**src/rtl/cordic_vectoring_if.sv**
```systemverilog
// cordic_vectoring_if
// Handshake bundle for the CORDIC vectoring engine.
//   in_valid/in_ready  : input vector handshake, carries x_in/y_in (signed Q.8)
//   out_valid/out_ready: result handshake, carries mag_out (Q.8) and
//                        angle_out (degrees x 256)
// The master modport is the side that supplies vectors and consumes results;
// the slave modport is the engine itself.
interface cordic_vectoring_if #(
    parameter int W = 24
);
    logic                in_valid;
    logic                in_ready;
    logic signed [W-1:0] x_in;
    logic signed [W-1:0] y_in;
    logic                out_valid;
    logic                out_ready;
    logic signed [W-1:0] mag_out;
    logic signed [W-1:0] angle_out;

    modport master (
        output in_valid, x_in, y_in, out_ready,
        input  in_ready, out_valid, mag_out, angle_out
    );

    modport slave (
        input  in_valid, x_in, y_in, out_ready,
        output in_ready, out_valid, mag_out, angle_out
    );
endinterface

```
**src/rtl/cordic_vectoring.sv**
```systemverilog
// cordic_vectoring
// Iterative CORDIC engine in vectoring mode: converts a Cartesian vector
// (x, y) in Q.8 into its magnitude (Q.8, gain-compensated) and its angle
// atan2(y, x) in degrees x 256. One micro-rotation per clock; one vector in
// flight at a time. The angle format and arctangent table are shared with the
// rotation-mode sin/cos generator so angle_out can be fed straight back into it.
// Ports:
//   clk  : clock
//   rst  : asynchronous active-low reset; aborts any computation in flight
//   bus  : slave side of cordic_vectoring_if (in/out valid-ready handshakes)
module cordic_vectoring #(
    parameter int W    = 24,
    parameter int ITER = 16
) (
    input  logic                  clk,
    input  logic                  rst,
    cordic_vectoring_if.slave     bus
);

    localparam int XW = W + 2;   // x/y headroom for CORDIC gain and pre-rotation
    localparam int PW = W + 12;  // gain-compensation product width

    localparam logic [3:0]           ITER_LAST = 4'(ITER - 1);
    localparam logic signed [PW-1:0] GAIN_K    = PW'(32'sd155);   // ~256/1.6468
    localparam logic signed [W-1:0]  ANG_P90   = W'(32'sd23040);
    localparam logic signed [W-1:0]  ANG_M90   = W'(-32'sd23040);

    typedef enum logic [1:0] {
        S_IDLE  = 2'd0,
        S_RUN   = 2'd1,
        S_SCALE = 2'd2,
        S_DONE  = 2'd3
    } state_t;

    state_t               state_q, state_d;
    logic signed [XW-1:0] x_q, x_d;
    logic signed [XW-1:0] y_q, y_d;
    logic signed [W-1:0]  z_q, z_d;
    logic [3:0]           i_q, i_d;
    logic                 zero_q, zero_d;
    logic                 out_valid_q, out_valid_d;
    logic signed [W-1:0]  mag_q, mag_d;
    logic signed [W-1:0]  angle_q, angle_d;

    logic signed [XW-1:0] x_ext_s;
    logic signed [XW-1:0] y_ext_s;
    logic signed [XW-1:0] x_sh_s;
    logic signed [XW-1:0] y_sh_s;

    // atan(2^-idx) in degrees x 256, identical to the sin/cos generator table
    function automatic logic signed [W-1:0] atan_lut(input logic [3:0] idx);
        case (idx)
            4'd0:    atan_lut = W'(32'sd11520);
            4'd1:    atan_lut = W'(32'sd6801);
            4'd2:    atan_lut = W'(32'sd3593);
            4'd3:    atan_lut = W'(32'sd1824);
            4'd4:    atan_lut = W'(32'sd916);
            4'd5:    atan_lut = W'(32'sd458);
            4'd6:    atan_lut = W'(32'sd229);
            4'd7:    atan_lut = W'(32'sd115);
            4'd8:    atan_lut = W'(32'sd57);
            4'd9:    atan_lut = W'(32'sd29);
            4'd10:   atan_lut = W'(32'sd14);
            4'd11:   atan_lut = W'(32'sd7);
            4'd12:   atan_lut = W'(32'sd4);
            4'd13:   atan_lut = W'(32'sd2);
            4'd14:   atan_lut = W'(32'sd1);
            default: atan_lut = W'(32'sd0);
        endcase
    endfunction

    assign x_ext_s = {{2{bus.x_in[W-1]}}, bus.x_in};
    assign y_ext_s = {{2{bus.y_in[W-1]}}, bus.y_in};
    assign x_sh_s  = x_q >>> i_q;
    assign y_sh_s  = y_q >>> i_q;

    assign bus.in_ready  = (state_q == S_IDLE);
    assign bus.out_valid = out_valid_q;
    assign bus.mag_out   = mag_q;
    assign bus.angle_out = angle_q;

    // Next-state and datapath: capture/pre-rotate, iterate, scale, hold result
    always_comb begin
        state_d     = state_q;
        x_d         = x_q;
        y_d         = y_q;
        z_d         = z_q;
        i_d         = i_q;
        zero_d      = zero_q;
        out_valid_d = out_valid_q;
        mag_d       = mag_q;
        angle_d     = angle_q;

        case (state_q)
            S_IDLE: begin
                if (bus.in_valid) begin
                    zero_d  = (bus.x_in == W'(0)) && (bus.y_in == W'(0));
                    i_d     = 4'd0;
                    state_d = S_RUN;
                    // Rotate left-half-plane vectors by -/+90 deg so the
                    // iterations only ever have to cover +/-99.9 deg.
                    if (bus.x_in[W-1] == 1'b0) begin
                        x_d = x_ext_s;
                        y_d = y_ext_s;
                        z_d = W'(32'sd0);
                    end else if (bus.y_in[W-1] == 1'b0) begin
                        x_d = y_ext_s;
                        y_d = -x_ext_s;
                        z_d = ANG_P90;
                    end else begin
                        x_d = -y_ext_s;
                        y_d = x_ext_s;
                        z_d = ANG_M90;
                    end
                end else begin
                    state_d = S_IDLE;
                end
            end
            S_RUN: begin
                // Drive y toward zero; y==0 counts as non-negative so (-a,0)
                // resolves to +180 deg.
                if (y_q[XW-1] == 1'b0) begin
                    x_d = x_q + y_sh_s;
                    y_d = y_q - x_sh_s;
                    z_d = z_q + atan_lut(i_q);
                end else begin
                    x_d = x_q - y_sh_s;
                    y_d = y_q + x_sh_s;
                    z_d = z_q - atan_lut(i_q);
                end
                i_d = i_q + 4'd1;
                if (i_q == ITER_LAST) begin
                    state_d = S_SCALE;
                end else begin
                    state_d = S_RUN;
                end
            end
            S_SCALE: begin
                if (zero_q) begin
                    mag_d   = W'(32'sd0);
                    angle_d = W'(32'sd0);
                end else begin
                    mag_d   = W'((PW'(x_q) * GAIN_K) >>> 8);
                    angle_d = z_q;
                end
                out_valid_d = 1'b1;
                state_d     = S_DONE;
            end
            S_DONE: begin
                if (bus.out_ready) begin
                    out_valid_d = 1'b0;
                    state_d     = S_IDLE;
                end else begin
                    state_d = S_DONE;
                end
            end
            default: begin
                out_valid_d = 1'b0;
                state_d     = S_IDLE;
            end
        endcase
    end

    // State and datapath registers, cleared by the asynchronous reset
    always_ff @(posedge clk or negedge rst) begin
        if (!rst) begin
            state_q     <= S_IDLE;
            x_q         <= '0;
            y_q         <= '0;
            z_q         <= '0;
            i_q         <= 4'd0;
            zero_q      <= 1'b0;
            out_valid_q <= 1'b0;
            mag_q       <= '0;
            angle_q     <= '0;
        end else begin
            state_q     <= state_d;
            x_q         <= x_d;
            y_q         <= y_d;
            z_q         <= z_d;
            i_q         <= i_d;
            zero_q      <= zero_d;
            out_valid_q <= out_valid_d;
            mag_q       <= mag_d;
            angle_q     <= angle_d;
        end
    end

endmodule

```
**src/flat_wrapper.sv**
```systemverilog
// flat-port wrapper written by rule: the top's interface ports become plain ports
module cordic_vectoring_flat 
#(
    parameter int W    = 24,
    parameter int ITER = 16
)
  (clk, rst, bus_in_valid, bus_x_in, bus_y_in, bus_out_ready, bus_in_ready, bus_out_valid, bus_mag_out, bus_angle_out);
  cordic_vectoring_if #(.W(W)) bus_i ();
  input  logic clk;
  input  logic rst;
  input wire logic [$bits(bus_i.in_valid)-1:0] bus_in_valid;
  input wire logic [$bits(bus_i.x_in)-1:0] bus_x_in;
  input wire logic [$bits(bus_i.y_in)-1:0] bus_y_in;
  input wire logic [$bits(bus_i.out_ready)-1:0] bus_out_ready;
  output wire logic [$bits(bus_i.in_ready)-1:0] bus_in_ready;
  output wire logic [$bits(bus_i.out_valid)-1:0] bus_out_valid;
  output wire logic [$bits(bus_i.mag_out)-1:0] bus_mag_out;
  output wire logic [$bits(bus_i.angle_out)-1:0] bus_angle_out;
  assign bus_i.in_valid = bus_in_valid;
  assign bus_i.x_in = bus_x_in;
  assign bus_i.y_in = bus_y_in;
  assign bus_i.out_ready = bus_out_ready;
  assign bus_in_ready = bus_i.in_ready;
  assign bus_out_valid = bus_i.out_valid;
  assign bus_mag_out = bus_i.mag_out;
  assign bus_angle_out = bus_i.angle_out;
  cordic_vectoring #(.W(W), .ITER(ITER)) u_core (.clk(clk), .rst(rst), .bus(bus_i));
endmodule
```
**config.mk**
```make
export PLATFORM = sky130hd
export DESIGN_NAME = cordic_vectoring_flat
export DESIGN_NICKNAME = d
export VERILOG_FILES = /design/src/rtl/cordic_vectoring_if.sv /design/src/rtl/cordic_vectoring.sv /design/src/flat_wrapper.sv
export SDC_FILE = /design/constraint.sdc
export NUM_CORES = 1
export LEC_CHECK = 0
export ABC_AREA = 1
export BUFFER_PORTS_ARGS = -buffer_cell sky130_fd_sc_hd__buf_2
export CAP_MARGIN = 20
export CELL_PAD_IN_SITES_DETAIL_PLACEMENT = 0
export CELL_PAD_IN_SITES_GLOBAL_PLACEMENT = 1
export CORE_UTILIZATION = 46
export CTS_BUF_LIST = sky130_fd_sc_hd__clkbuf_4 sky130_fd_sc_hd__clkbuf_8 sky130_fd_sc_hd__clkbuf_16
export CTS_CLUSTER_SIZE = 8
export DETAILED_ROUTE_END_ITERATION = 10
export PLACE_DENSITY = 0.9
export SLEW_MARGIN = 20
export SYNTH_ARGS = -nofsm -noshare
export SYNTH_HDL_FRONTEND = slang
export SYNTH_SLANG_ARGS = --single-unit
```
**constraint.sdc**
```tcl
create_clock -name clk -period 5.8 [get_ports clk]
set_clock_uncertainty 0.15 [all_clocks]
set_input_delay 1.16 -clock clk [delete_from_list [all_inputs] [get_ports clk]]
set_output_delay 1.16 -clock clk [all_outputs]
set_load 0.05 [all_outputs]
```
==> reports/metrics.csv, run 1 <==
stage;metric;value;unit
die;Initial Util;46.8;%
place;HPWL after detailed placement;49500;um
yosys;Most used DFF post-synth;dfrtp_1;
drt;DRC;8;
final_layout;synthesis-to-finish area growth;7.64;%
yosys;main combinational cell family by area after synthesis;simple AND/OR/NAND/NOR gates;
final_layout;Nets;3296;
setup_path;FF-to-FF Start;u_core.x_q[9];
yosys;Post-Syn Instances;2961;
clock_network;Clock Pin Slew Worst Setup and Hold Paths;0.07;ns
yosys;top post-synthesis cells by area;dfrtp_1 17%, nand2_1 15%, ha_1 11%;
final_layout;multi-input logic area;13900;um2
clock_network;CTS Buf Count;17;
drt;DR vias;20107;
final_layout;Fill cells;4237;
sta;Setup Viol. Count Final;0;
die;I/O pins;102;
yosys;multiplexer share of the synthesized area;0;%
setup_path;Worst Setup SP;u_core.x_q[9];
yosys;register area share after synthesis;17.2;%
setup_path;CP arrival;5.18;ns
setup_path;worst reg2reg endpoint;u_core.bus.mag_out[12];
status;failing checks;DRC;
yosys;synth unique cells;58;
yosys;post-synthesis simple-gate area fraction;30.6;%
clock_network;clk buf depth;2;
yosys;syn_nets;3257;
yosys;post-synthesis compound-gate area fraction;18.1;%
yosys;Seq cells post-synth;132;
place;gpl congestion;0.963;
setup_path;slowest stage delay, CP;0.53;ns
sta;final-report max-slew violation count;0;
setup_path;Worst path slowest cell;fa_1;
clock_network;H-tree depth;4;
sta;period utilization;85.7;%
setup_path;R2R cell count;20;
grt;GR Util All Layers;30.2;%
sta;Slew headroom;28.4;%
setup_path;CP startpoint kind;flip-flop;
yosys;Syn Area/Cell;6.48;um2
yosys;cell area after synthesis;19200;um2
sta;Max Freq;0.201;GHz
min_path;hold depth;2;
min_path;Worst Hold Class;flip-flop to flip-flop;
job;Max-cap violations;0;
die;Die Height;206;um
grt;maximum number of pins on one net before global-route repair;99;
clock_network;TritonCTS clock tree;built;
final_layout;layout cell share with drive strength beyond 1;7.53;%
drt;drt total wl;62600;um
clock_network;clk sinks;132;
yosys;Post-synth ARST share;100;%
grt;first-pass GRT wire length;100000;um
status;outcome;complete, but fails checks;
die;Std-Cell Rows;74;
yosys;EDFF count, synth;0;
setup_path;CP bufs+invs;5;
yosys;YS warnings;0;
drt;Starting DRT DRC Count;1721;
clock_network;clock tree root buffer cell;clkbuf_16;
drt;ANT nets after route;0;
place;Port Buf Inserts;101;
sta;unrepaired setup endpoints after global routing;false;
final_layout;fin util;50.3;%
yosys;Post-Synth Adder-Cell Area;18.8;%
sta;Worst Tran Pin Value;1.07;ns
die;core area;41000;um2
grt;initial antenna violation count;1;
final_layout;Reg area;3310;um2
clock_network;Worst-Skew Late Latency;0.50;ns
sta;fin crit period;4.97;ns
setup_path;Top Family by Delay on Critical Path;adder cells;
setup_path;r2r setup slk;0.83;ns
setup_path;critical path depth;20;
die;die extent in x;206;um
setup_path;critical path required time;6.01;ns
clock_network;Post-CTS Setup Inserts;0;
grt;grt total ovfl;0;
drt;drt via density;5.67;
setup_path;crit path kind;flip-flop to flip-flop;
yosys;xor-xnor portion of the synthesized cell area;4.70;%
yosys;post-synth top area share;17.2;%
final_layout;number of diodes;0;
drt;Detailed Routing Iterations Pass 1;9;
sta;setup_tns;0;ns
setup_path;CP max FO;7;
setup_path;critical path endpoint;u_core.bus.mag_out[12];
setup_path;crit end category;flip-flop;
clock_network;post-cts sizing count;0;
yosys;Post-synth top cells;763 x nand2_1, 391 x inv_1, 274 x nand3_1;
setup_path;CP cell instances;ha_1, inv_1, fa_1, inv_1, fa_1, inv_1, fa_1, inv_1, ha_1, nand4_1, o21ai_0, inv_1, o21ai_0, nand2_1, nand2_1, nand2_1, nand2_1, a21oi_1, o21ai_0, nand2_1;
die;DIE AREA;42500;um2
clock_network;Post-CTS Hold Fix Bufs;0;
yosys;Yosys top cell by area;dfrtp_1;
grt;number of global-route vias before repair;19604;
sta;final hold violation count;0;
yosys;count leader, synth;nand2_1;
drt;average wire per standard cell;17.7;um
## metal layers
layer  share of wire [%]  vias up  global-route usage, %
met3                 5.5      130                   4.05
li1                    -     9860                      -
met1                  44     9457                   39.1
met5               0.024        -                      0
met2                  47      658                   50.7
met4                 3.1        2                   11.8
## worst min-delay path by stage
stage / start / to / slack, ns
floorplan: u_core.zero_q / u_core.bus.mag_out[10] / 0.33
global placement: u_core.bus.mag_out[1] / u_core.bus.mag_out[1] / 0.31
detailed placement: u_core.bus.mag_out[19] / u_core.bus.mag_out[19] / 0.31
CTS: u_core.bus.mag_out[19] / u_core.bus.mag_out[19] / 0.33
global route: u_core.bus.mag_out[8] / u_core.bus.mag_out[8] / 0.36
finish: u_core.bus.mag_out[19] / u_core.bus.mag_out[19] / 0.32
## worst min-delay path: cells and delay by family (launching register included)
kind | cells | cell delay (ns)
flops | 1 | 0.34
simple gates | 2 | 0.10
## area by class of cell
cell class / instances / area share [%]
Clock buffer: 18 / 2.13
Clock inverter: 14 / 0.800
Inverter: 404 / 7.37
Multi-Input combinational cell: 2321 / 67.1
Sequential cell: 132 / 16.0
Tap cell: 532 / 3.22
Timing Repair Buffer: 124 / 3.37
## cells by family after synthesis
kind of cell,count (synthesis)
AO/OA/AOI/OAI,611
AND/OR/NAND/NOR,1363
XOR/XNOR,103
flip-flops,132
buffers and inverters,508
adder cells (fa/ha/maj),244
## registers in the layout (all words and copies together), names as in the netlist
register,flops
u_core.bus.angle_out,24
u_core.bus.mag_out,24
u_core.bus.out_valid,1
u_core.i_q,4
u_core.state_q,2
u_core.x_q,26
u_core.y_q,26
u_core.z_q,24
u_core.zero_q,1
## metrics by stage
stage	hold WS (ns)	instance area, um2	worst slack (ns)	std cells
floorplan	0.326	19200	1.57	2961
global placement	0.306	20000	0.973	3513
detailed placement	0.310	20000	0.904	3513
CTS	0.328	20600	0.841	3545
global route	0.359	20600	0.389	3545
finish	0.323	20600	0.832	3545
## placed cells by master, fill, tap and decap left out, types with 13 or more instances in the layout
cell       synthesis  final
a31oi_1           15     15
xor2_1            65     65
dfrtp_1          132    130
o21ai_0          210    210
clkbuf_16          0     17
nand4_1           21     21
nor3_1            34     34
buf_2             28    100
inv_1            391    391
nand2_1          763    763
nand3_1          274    274
o21ai_1           15     15
fa_1              73     73
o221ai_1          13     13
o21a_1            23     23
nand3_2           13     13
o22ai_1           13     13
ha_1             171    171
buf_4              4     22
xnor2_1           38     38
a21oi_1          218    218
nor2_1           202    201
o211ai_1          24     24
o21bai_1          16     16
Power of run 1 is not shown: default switching activity piles up to over one toggle a cycle in this logic, so the estimate is an artifact.
==> inputs of run 2 (changes only) <==
==> constraint.sdc (replaced) <==
create_clock -name clk -period 5.8 [get_ports clk]
set_clock_uncertainty 0.15 [all_clocks]
set_input_delay 0.58 -clock clk [delete_from_list [all_inputs] [get_ports clk]]
set_output_delay 0.58 -clock clk [all_outputs]
set_load 0.05 [all_outputs]
==> run 2 against run 1 <==
The flow still finishes with violations (DRC); worst setup slack better by 0.058 ns; utilization is 0.073 points lower; die area did not move; global-route usage increased by 0.36 points; first-iteration DRC count shrank 4.1%; clock-buffer cell count down 1; fmax rose by 1.2%; routed wire length rose by 1.2%; register-to-register slack gained 0.06 ns; critical endpoint is now u_core.y_q[24]; highest routed layer is now met4.
==> reports/metrics.csv, run 2 (synthesis results as in run 1) <==
stage;metric;value;unit
drt;ANT nets after route;0;
setup_path;crit path kind;flip-flop to flip-flop;
sta;Worst Tran Pin Value;1.06;ns
setup_path;CP max FO;65;
final_layout;Nets;3299;
setup_path;worst reg2reg endpoint;u_core.y_q[24];
final_layout;Fill cells;4238;
clock_network;Clock Pin Slew Worst Setup and Hold Paths;0.07;ns
status;failing checks;DRC;
final_layout;most common cell after layout, fill and taps aside;nand2_1;
sta;unrepaired setup endpoints after global routing;false;
setup_path;R2R cell count;30;
place;placed cell area;20000;um2
drt;Starting DRT DRC Count;1651;
drt;DR vias;19976;
drt;drt total wl;63300;um
setup_path;critical path required time;5.99;ns
clock_network;clk sinks;132;
setup_path;Worst path slowest cell;buf_4;
status;outcome;complete, but fails checks;
place;Inst Count DP;3515;
clock_network;Post-CTS Setup Inserts;0;
die;core area;41000;um2
setup_path;CP startpoint kind;flip-flop;
grt;first-pass GRT wire length;101000;um
setup_path;crit end category;flip-flop;
die;Die Height;206;um
drt;drt via density;5.63;
clock_network;CTS Buf Count;17;
die;I/O pins;102;
drt;DRC;10;
sta;Slew headroom;29.0;%
sta;fin crit period;4.91;ns
drt;average wire per standard cell;17.8;um
final_layout;Largest regs;u_core.x_q x26, u_core.y_q x26;
final_layout;number of diodes;0;
grt;maximum number of pins on one net before global-route repair;70;
place;Port Buf Inserts;101;
clock_network;clk buf depth;2;
clock_network;TritonCTS clock tree;built;
setup_path;Worst path most repeated cell;nand2_1;
min_path;Worst Hold Class;primary input to flip-flop;
clock_network;Post-CTS Hold Fix Bufs;1;
die;Initial Util;46.8;%
drt;Detailed Routing Iterations Pass 1;9;
setup_path;r2r setup slk;0.89;ns
final_layout;synthesis-to-finish area growth;7.49;%
final_layout;layout cell share with drive strength beyond 1;7.59;%
grt;GR Util All Layers;30.6;%
sta;final-report max-slew violation count;0;
grt;number of global-route vias before repair;19133;
clock_network;clock tree root buffer cell;clkbuf_16;
final_layout;commonest non-fill, non-tap cells in the layout;763 x nand2_1, 391 x inv_1, 274 x nand3_1, 218 x a21oi_1, 210 x o21ai_0;
place;HPWL after detailed placement;50400;um
sta;Max Freq;0.204;GHz
final_layout;fin area;20600;um2
setup_path;slowest stage delay, CP;0.52;ns
clock_network;H-tree depth;4;
final_layout;Post-Layout Cell Count;3548;
clock_network;post-cts sizing count;0;
setup_path;FF-to-FF Start;u_core.i_q[0];
min_path;WHS Endpoint;u_core.y_q[0];
sta;Setup Viol. Count Final;0;
die;die extent in x;206;um
die;DIE AREA;42500;um2
sta;final hold violation count;0;
job;Max-cap violations;0;
min_path;Hold Startpoint;bus_x_in[0];
grt;initial antenna violation count;0;
sta;setup_tns;0;ns
place;gpl congestion;0.979;
clock_network;Worst-Skew Late Latency;0.47;ns
sta;period utilization;84.7;%
setup_path;CP arrival;5.11;ns
min_path;hold depth;3;
die;Std-Cell Rows;74;
grt;grt total ovfl;0;
==> run 2: changes by cell type in the layout (fill, tap and decap cells not counted), sizes merged <==
cell / before / now
clkbuf: 18 / 17
dlygate4sd3: 0 / 1
clkinv: 7 / 6
clkinvlp: 2 / 1
bufinv: 2 / 0
buf: 124 / 126
inv: 407 / 412
==> run 2: worst max-delay path by stage <==
| stage | endpoint | start | cells past startpoint | slack, ns |
|---|---|---|---|---|
| 5_1_grt | u_core.y_q[24] | u_core.i_q[0] | 30 | 0.35 |
| 3_5_place_dp | u_core.bus.mag_out[12] | u_core.x_q[9] | 20 | 0.90 |
| 2_1_floorplan | u_core.bus.mag_out[12] | u_core.x_q[8] | 20 | 1.57 |
| 4_1_cts | u_core.bus.mag_out[12] | u_core.x_q[9] | 20 | 0.91 |
| 6_report | u_core.y_q[24] | u_core.i_q[0] | 30 | 0.89 |
| 3_3_place_gp | u_core.bus.mag_out[12] | u_core.x_q[9] | 20 | 0.97 |
==> run 2: layout make-up <==
type                    instances  area (um2)  area share [%]
clock buffers                  17         425            2.06
clock inverters                15         136           0.661
inverters                     404        1520            7.38
multi-input cells            2321       13900            67.2
flip-flops and latches        132        3310            16.0
well taps                     532         666            3.23
repair buffers                127         709            3.44
==> run 2: stage by stage <==
| stage | hold WS [ns] | utilization (%) | setup WS [ns] |
|---|---|---|---|
| final | 0.267 | 50.3 | 0.889 |
| after global placement | 0.306 | 48.9 | 0.969 |
| after CTS | 0.253 | 50.3 | 0.912 |
| after floorplan | 0.134 | - | 1.57 |
| after global routing | 0.285 | 50.3 | 0.351 |
| after detailed placement | 0.310 | 48.9 | 0.899 |
==> run 2: critical path, delay by kind of cell (launching register included) <==
kind / cells / cell delay (ns)
simple gates: 22 / 2.45
buf+inv: 3 / 0.68
fa+ha+maj: 2 / 0.56
flops: 1 / 0.39
compound gates: 2 / 0.35
xor+xnor: 1 / 0.22
==> run 2: routing by layer <==
metal / track usage, % / wire length [um]
met5: 0 / 0
met1: 40.3 / 28300
met2: 51.2 / 29700
met3: 3.63 / 3520
met4: 10.7 / 1840
Power of run 2 is left out for the same reason.
